<file path="src/rtl/mm_job_sched.sv">
// Job sequencer for the mm systolic core: frames host A/B beats into the core,
// drains C back to the host, and generates TLAST from beat counts.
module mm_job_sched #(
    parameter int M       = 8,
    parameter int N1      = 8,
    parameter int N2      = 8,
    parameter int D_W     = 8,
    parameter int D_W_ACC = 16,
    parameter int DATA_W  = 32,
    parameter int TIMEOUT = 1024,
    parameter int CNT_W   = 16
) (
    input  logic              clk,
    input  logic              rst_n,
    input  logic              enable,
    input  logic              err_clr,
    input  logic [DATA_W-1:0] s_tdata,
    input  logic              s_tvalid,
    output logic              s_tready,
    input  logic              s_tlast,
    output logic [DATA_W-1:0] c_s_tdata,
    output logic              c_s_tvalid,
    input  logic              c_s_tready,
    output logic              c_s_tlast,
    input  logic [DATA_W-1:0] c_m_tdata,
    input  logic              c_m_tvalid,
    output logic              c_m_tready,
    output logic [DATA_W-1:0] m_tdata,
    output logic              m_tvalid,
    input  logic              m_tready,
    output logic              m_tlast,
    output logic              busy,
    output logic              err_tlast,
    output logic              err_timeout,
    output logic [CNT_W-1:0]  jobs_done
);

    localparam int BA     = M * N1 * D_W / DATA_W;
    localparam int BB     = N1 * N2 * D_W / DATA_W;
    localparam int BC     = M * N2 * D_W_ACC / DATA_W;
    localparam int BMAX   = (BA > BB) ? ((BA > BC) ? BA : BC) : ((BB > BC) ? BB : BC);
    localparam int BEAT_W = $clog2(BMAX + 1);
    localparam int IDLE_W = $clog2(TIMEOUT + 1);

    // Matrix geometry must pack into a whole number of stream beats.
    if ((M * N1 * D_W) % DATA_W != 0 || (N1 * N2 * D_W) % DATA_W != 0 ||
        (M * N2 * D_W_ACC) % DATA_W != 0) begin : g_bad_geometry
        $error("mm_job_sched: matrix sizes are not a whole number of DATA_W beats");
    end

    localparam logic [1:0] IDLE   = 2'd0;
    localparam logic [1:0] LOAD_A = 2'd1;
    localparam logic [1:0] LOAD_B = 2'd2;
    localparam logic [1:0] DRAIN  = 2'd3;

    logic [1:0]        state_q, state_d;
    logic [BEAT_W-1:0] beat_q, beat_d;
    logic [IDLE_W-1:0] idle_q, idle_d;
    logic              err_tlast_q, err_tlast_d;
    logic              err_timeout_q, err_timeout_d;
    logic [CNT_W-1:0]  jobs_q, jobs_d;
    logic              tlast_set, timeout_set;
    logic              b_final;

    assign c_s_tdata   = s_tdata;
    assign m_tdata     = c_m_tdata;
    assign busy        = (state_q != IDLE);
    assign err_tlast   = err_tlast_q;
    assign err_timeout = err_timeout_q;
    assign jobs_done   = jobs_q;
    assign b_final     = (state_q == LOAD_B) && (beat_q == BEAT_W'(BB - 1));

    always_comb begin
        // NOTE: every output of this block is defaulted first so no path infers a latch.
        state_d     = state_q;
        beat_d      = beat_q;
        idle_d      = '0;
        jobs_d      = jobs_q;
        tlast_set   = 1'b0;
        timeout_set = 1'b0;
        s_tready    = 1'b0;
        c_s_tvalid  = 1'b0;
        c_s_tlast   = 1'b0;
        c_m_tready  = 1'b0;
        m_tvalid    = 1'b0;
        m_tlast     = 1'b0;

        case (state_q)
            IDLE: begin
                if (enable) state_d = LOAD_A;
            end
            LOAD_A, LOAD_B: begin
                s_tready   = c_s_tready;
                c_s_tvalid = s_tvalid;
                c_s_tlast  = b_final;
                if (s_tvalid && c_s_tready) begin
                    // Host TLAST is only audited; sequencing follows the beat counts.
                    tlast_set = (s_tlast != b_final);
                    if (state_q == LOAD_A && beat_q == BEAT_W'(BA - 1)) begin
                        state_d = LOAD_B;
                        beat_d  = '0;
                    end else if (b_final) begin
                        state_d = DRAIN;
                        beat_d  = '0;
                    end else begin
                        beat_d = beat_q + 1'b1;
                    end
                end
            end
            DRAIN: begin
                m_tvalid   = c_m_tvalid;
                c_m_tready = m_tready;
                m_tlast    = (beat_q == BEAT_W'(BC - 1));
                if (c_m_tvalid) begin
                    if (m_tready) begin
                        if (beat_q == BEAT_W'(BC - 1)) begin
                            jobs_d  = jobs_q + 1'b1;
                            state_d = IDLE;
                            beat_d  = '0;
                        end else begin
                            beat_d = beat_q + 1'b1;
                        end
                    end
                end else if (idle_q == IDLE_W'(TIMEOUT - 1)) begin
                    timeout_set = 1'b1;
                    state_d     = IDLE;
                    beat_d      = '0;
                end else begin
                    idle_d = idle_q + 1'b1;
                end
            end
            default: state_d = IDLE;
        endcase

        err_tlast_d   = tlast_set   | (err_tlast_q   & ~err_clr);
        err_timeout_d = timeout_set | (err_timeout_q & ~err_clr);
    end

    // NOTE: sequential state uses non-blocking assignments so all registers update together.
    always_ff @(posedge clk or negedge rst_n) begin
        if (!rst_n) begin
            state_q       <= IDLE;
            beat_q        <= '0;
            idle_q        <= '0;
            err_tlast_q   <= 1'b0;
            err_timeout_q <= 1'b0;
            jobs_q        <= '0;
        end else begin
            state_q       <= state_d;
            beat_q        <= beat_d;
            idle_q        <= idle_d;
            err_tlast_q   <= err_tlast_d;
            err_timeout_q <= err_timeout_d;
            jobs_q        <= jobs_d;
        end
    end

endmodule
</file>
<file path="config.mk">
export PLATFORM = sky130hd
export DESIGN_NAME = mm_job_sched
export DESIGN_NICKNAME = d
export VERILOG_FILES = /design/src/rtl/mm_job_sched.sv
export SDC_FILE = /design/constraint.sdc
export NUM_CORES = 1
export LEC_CHECK = 0
export ABC_AREA = 1
export BUFFER_PORTS_ARGS = -buffer_cell sky130_fd_sc_hd__buf_2
export CORE_MARGIN = 3
export CORE_UTILIZATION = 44
export DETAILED_ROUTE_END_ITERATION = 12
export MAX_ROUTING_LAYER = met4
export PLACE_DENSITY = 0.78
export SKIP_LAST_GASP = 1
export SYNTH_ARGS = -nofsm -noshare
export SYNTH_HDL_FRONTEND = slang
export SYNTH_SLANG_ARGS = --single-unit
</file>
<file path="constraint.sdc">
create_clock -name clk -period 1.9 [get_ports clk]
set_input_delay 0.19 -clock clk [delete_from_list [all_inputs] [get_ports clk]]
set_output_delay 0.19 -clock clk [all_outputs]
set_load 0.02 [all_outputs]
</file>
Word level (Yosys, flattened, before mapping)
Index checks and enable logic that the tools add are counted.
{ "totals": {"regBits": 37, "input_bits": 73, "out_inout_bits": 89, "elab_cells": 68} }
{ "op_classes": {"n_addsub": 3, "n_eq_ne": 13, "mux": 31, "bitwise_logic": 5, "reduce_logical": 10} }
{ "ops": {"columns": ["op", "count"], "rows": [
  ["$mux W6", 7],
  ["$mux W11", 3],
  ["$add A16 B1 Y16 const B", 1],
  ["$mux W2", 8],
  ["$ne A3 B3 Y1 const B", 4],
  ["$pmux W6 S2", 1],
  ["$add A11 B1 Y11 const B", 1],
  ["$eq A11 B10 Y1 const B", 1],
  ["$mux W1", 11],
  ["$reduce_and A4 Y1", 2],
  ["$add A6 B1 Y6 const B", 1],
  ["$eq A6 B4 Y1 const B", 1],
  ["$eq A6 B5 Y1 const B", 1],
  ["$pmux W2 S3", 1],
  ["$reduce_and A6 Y1", 1],
  ["$eq A2 B2 Y1 const B", 2],
  ["$ne A2 B2 Y1 const B", 2],
  ["$reduce_bool A2 Y1", 2],
  ["$logic_and A1 B1 Y1", 3],
  ["$and A1 B1 Y1", 2],
  ["$eq A2 B1 Y1 const B", 1],
  ["$logic_not A2 Y1", 1],
  ["$or A1 B1 Y1", 2],
  ["$reduce_or A2 Y1", 1],
  ["other kinds (2)", 2]
]} }

Depth between registers and ports, before layout
{ "logic_depth": {"word_depth": 6, "depth_mapped": 10} }

Least setup slack after synthesis
OpenSTA, ideal clock, no wires.
{ "synth_path": {"path_type": "register -> register", "from": "reg state_q[0]", "to": "reg beat_q[5]", "setup_ns": 0.117, "arrival_time_ns": 1.448, "path_slack_ns": 0.335, "path_stages_with_launch": 11, "cell_sequence": "dfrtp_1 > inv_1 > ha_1 > inv_1 > nand2_1 > and3_1 > nand2_2 > buf_6 > nor2_1 > nand2_1 > nand2_1"} }
{ "synth_between": {"elab_chain_len": 6} }
{ "synth_rtl": {"columns": ["element", "line_no", "rtl"], "rows": [
  ["from (decl)", "56", "logic [1:0] state_q, state_d;"],
  ["from (signal assigned)", "149", "state_q <= state_d;"],
  ["$eq A2 B2 Y1", "71, 88", null],
  ["$logic_and A1 B1 Y1", "71", "assign b_final = (state_q == LOAD_B) && (beat_q == BEAT_W'(BB - 1));"],
  ["$mux W6", "102", "end else if (b_final) begin"],
  ["$mux W6", "99", "if (state_q == LOAD_A && beat_q == BEAT_W'(BA - 1)) begin"],
  ["$mux W6", "96", "if (s_tvalid && c_s_tready) begin"],
  ["$pmux W6 S2", "88", "case (state_q)"],
  ["to (signal assigned)", "150", "beat_q <= beat_d;"],
  ["to (decl)", "57", "logic [BEAT_W-1:0] beat_q, beat_d;"]
]} }
Parallel ways exist; a longest one is shown, timed or not. The select of a mux whose other input is x is not followed.
A chain may end at the register's enable or synchronous reset.

Worst setup path in the final report
{ "layout_path": {"from": "reg beat_q[0]", "to": "out c_s_tlast"} }
{ "layout_between": {"elab_chain_len": 3} }
{ "layout_rtl": {"columns": ["element", "line_no", "rtl"], "rows": [
  ["$eq A6 B4 Y1", "71", null],
  ["$logic_and A1 B1 Y1", "71", null],
  ["$mux W1", "88", null],
  ["to (decl)", "24", "output logic c_s_tlast,"]
]} }
No other way between the ends.

==> results.toml <==
[status]
status = "finished, final reports clean"

[synth]
netlist-cell-type-count = 30
syn_area_um2 = 2670
netlist_instances = 348
async_flop_share_pct = 100
yosys_warnings = 0
syn-num-nets = 428
yosysSeqAreaShare_pct = 34.7
synth-edff-count = 0
synth_ff_type = "dfrtp_1"
ys_seq_elements = 37
avgSynthCellArea_um2 = 7.66

[setup_path]
max_stage_delay_ns = 0.40
r2r_cells = 9
cp_common_cell = "nor2_1"
cp-startpoint = "beat_q[0]"
cp-end-kind = "primary output"
crit_fanout = 5
path_buf_inv = 1
cp-endpoint = "c_s_tlast"
cp_data_required_time_ns = 1.71
r2r_start = "state_q[0]"
critical_path_class = "flop to primary output"
crit_family = "simple AND/OR/NAND/NOR gates"
crit_chain = "ha_2 > nand2_1 > nor2_1 > nand3_2 > nor2_1 > buf_2"
r2r_slack_ns = 0.16
start_kind = "flop"
reg2reg_to = "beat_q[5]"
crit_arrival_ns = 1.57
cpMaxStageDelayCell = "dfrtp_1"
path_depth = 6

[timing]
timing.fmax_ghz = 0.568
rsz0062_at_grt = "no"
setup_ws_ns = 0.139
drv_slew = 0
fin_crit_sh_pct = 92.7
setup_viol = 0
period_needed_ns = 1.76
timing_hold_violations_final = 0
finalClockSkew_ns = 0.0103
timing.slew.headroom_pct = 62.8
tightestPinTransition_ns = 0.558
setup_tns_ns = 0

[final_layout]
diodes = 0
syn_to_final_growth_pct = -4.18
multi_input_area_um2 = 1110
seqCellArea_um2 = 926
drive_gt1_share_pct = 19.6
fill_cells = 572
nets = 405

[routing]
drt_first_pass_iters = 4
wl_per_cell_um = 12.0
postRouteAntennaNets = 0
via_count = 1937
finalWirelength_mm = 4.77
vias_per_cell = 4.87
drt_iter0_markers = 82
route.detailed.drc = 0

[grt]
grtUsageTotal_pct = 14.1
overflow = 0
grt_pass1_vias = 1851
antenna_found_initial = 0
grt_start_max_net_pins = 26
grt_pass1_wl_mm = 8.02

[floorplan]
core-area_um2 = 5680
die_w_um = 83.8
top_level_ports = 162
start_util_pct = 47.0
rows = 27
design.die.area_um2 = 7030
die_h_um = 83.8

[min_path]
hp-class = "input port to flop"

[clocking]
clockBufferDepth = 2
clk_pin_slew_ns = 0.07
cts_setup_buffers = 0
clockRootBuffer = "clkbuf_8"
tritoncts = "yes"
cts.sinks = 37
clock_latency_ns = 0.29
cts.htree.levels = 2
cts-buffers-inserted = 5

[power]
ir_drop_mv = 0.394
powerDensity_nw_per_um2 = 935
total_leakage_power_nw = 1.36

[place]
post-dp-hpwl_mm = 3.65
preCtsSetupSlack_ns = 0.190
port_buffers = 33
gp_congestion = 0.875

[run]
maxCapViolations = 0
==> kinds of logic after synthesis <==
kind of cell	synth area share, %
and+or+nand+nor	29.7
xor gates and xnor gates	5.82
adders and majority gates	3.29
buffers and inverters	24.0
DFF	34.7
AOI/OAI and AO/OA	2.44
==> area by class of cell <==
cell class                 count  area share (%)
multi-input combinational    209            43.4
sequential                    37            36.3
timing repair buffer          37            7.74
inverter                      35            5.14
clock buffer                   7            3.77
tap                           72            3.53
clock inverter                 1           0.196
==> where the power goes <==
part / internal [mW] / switching, mW / total, mW
Sequential: 0.867 / 0.0824 / 0.949
Clock: 0.328 / 0.278 / 0.606
Combinational: 0.284 / 0.548 / 0.833
==> cells in the final DEF (no fill, tap or decap), types with 2 or more instances in the layout <==
cell and count:
nand2_1 91, nor2_1 38, dfrtp_1 37, inv_1 33, buf_2 33, nand3_1 17
xor2_1 10, o21ai_0 7, clkbuf_8 7, ha_1 6, nand4_1 5, nor2_4 4
nor3_1 4, xnor2_1 4, nand3_2 4, nor3b_1 3, buf_4 3, nand2_2 2
nor2_2 2, inv_2 2, xor2_2 2
==> Yosys cell counts (2+ instances only) <==
library cell  instances  area share [%]
nand2_1              91              13
buf_4                64              18
nor2_1               38             5.4
dfrtp_1              37              35
inv_1                33             4.6
nand3_1              18             3.4
xor2_1               10             3.3
ha_1                  7             3.3
o21ai_0               7             1.3
nand4_1               5             1.2
nor2_4                4             1.7
nor3_1                4            0.75
xnor2_1               4             1.3
nand3_2               3             1.1
nor3b_1               3            0.85
buf_6                 2            0.85
inv_2                 2            0.28
nand2_2               2            0.47
nor2_2                2            0.47
xor2_2                2             1.2
==> layer usage <==
| metal | track usage (%) | vias to the layer above | wire (µm) |
|---|---|---|---|
| met2 | 22.1 | 74 | 2220 |
| li1 | - | 963 | - |
| met4 | 6.58 | 0 | 130 |
| met3 | 4.74 | 29 | 372 |
| met1 | 16.3 | 871 | 2050 |
| met5 | - | - | 0 |
==> worst register-to-register path, stage by stage, from the launching register on <==
cell and delay (ns):
dfrtp_1 0.41, inv_1 0.08, ha_1 0.38, inv_1 0.12
nand2_1 0.07, and3_1 0.20, nand2_2 0.19, nor2_1 0.08
nand2_1 0.06, nand2_1 0.05
==> metrics by stage <==
| stage | power (mW) | utilization, % | hold WS (ns) | cells | area (µm²) |
|---|---|---|---|---|---|
| 3_5_place_dp | 1.79 | 42.9 | 0.217 | 389 | 2430 |
| 3_3_place_gp | 1.75 | 42.9 | 0.206 | 389 | 2430 |
| 6_report | 2.39 | 45.0 | 0.0891 | 398 | 2550 |
| 2_1_floorplan | 1.81 | - | -0.106 | 348 | 2670 |
| 4_1_cts | 2.40 | 44.9 | 0.0932 | 398 | 2550 |
| 5_1_grt | 2.56 | 45.0 | 0.103 | 398 | 2550 |
==> registers in the layout, summed over array words and instances, names as in the netlist <==
name	count
err_tlast	1
state_q	2
jobs_done	16
beat_q	6
idle_q	11
err_timeout	1
==> worst min path at each step <==
stage,from,to,slack [ns],cells after the start
after floorplan,rst_n,beat_q[0],-0.11,0
after global placement,rst_n,beat_q[2],0.21,1
after detailed placement,rst_n,beat_q[3],0.22,1
after CTS,err_clr,err_tlast,0.09,2
after global routing,err_clr,err_tlast,0.10,2
final,err_clr,err_tlast,0.09,2
==> repair_timing <==
action                                  4_1_cts  5_1_grt
endpoints found under the setup margin        0        1
hold buffers                                  1        0
hold endpoints to repair                     23        0
gates resized for setup                       0        2
Power figures use the tool's default switching activity.
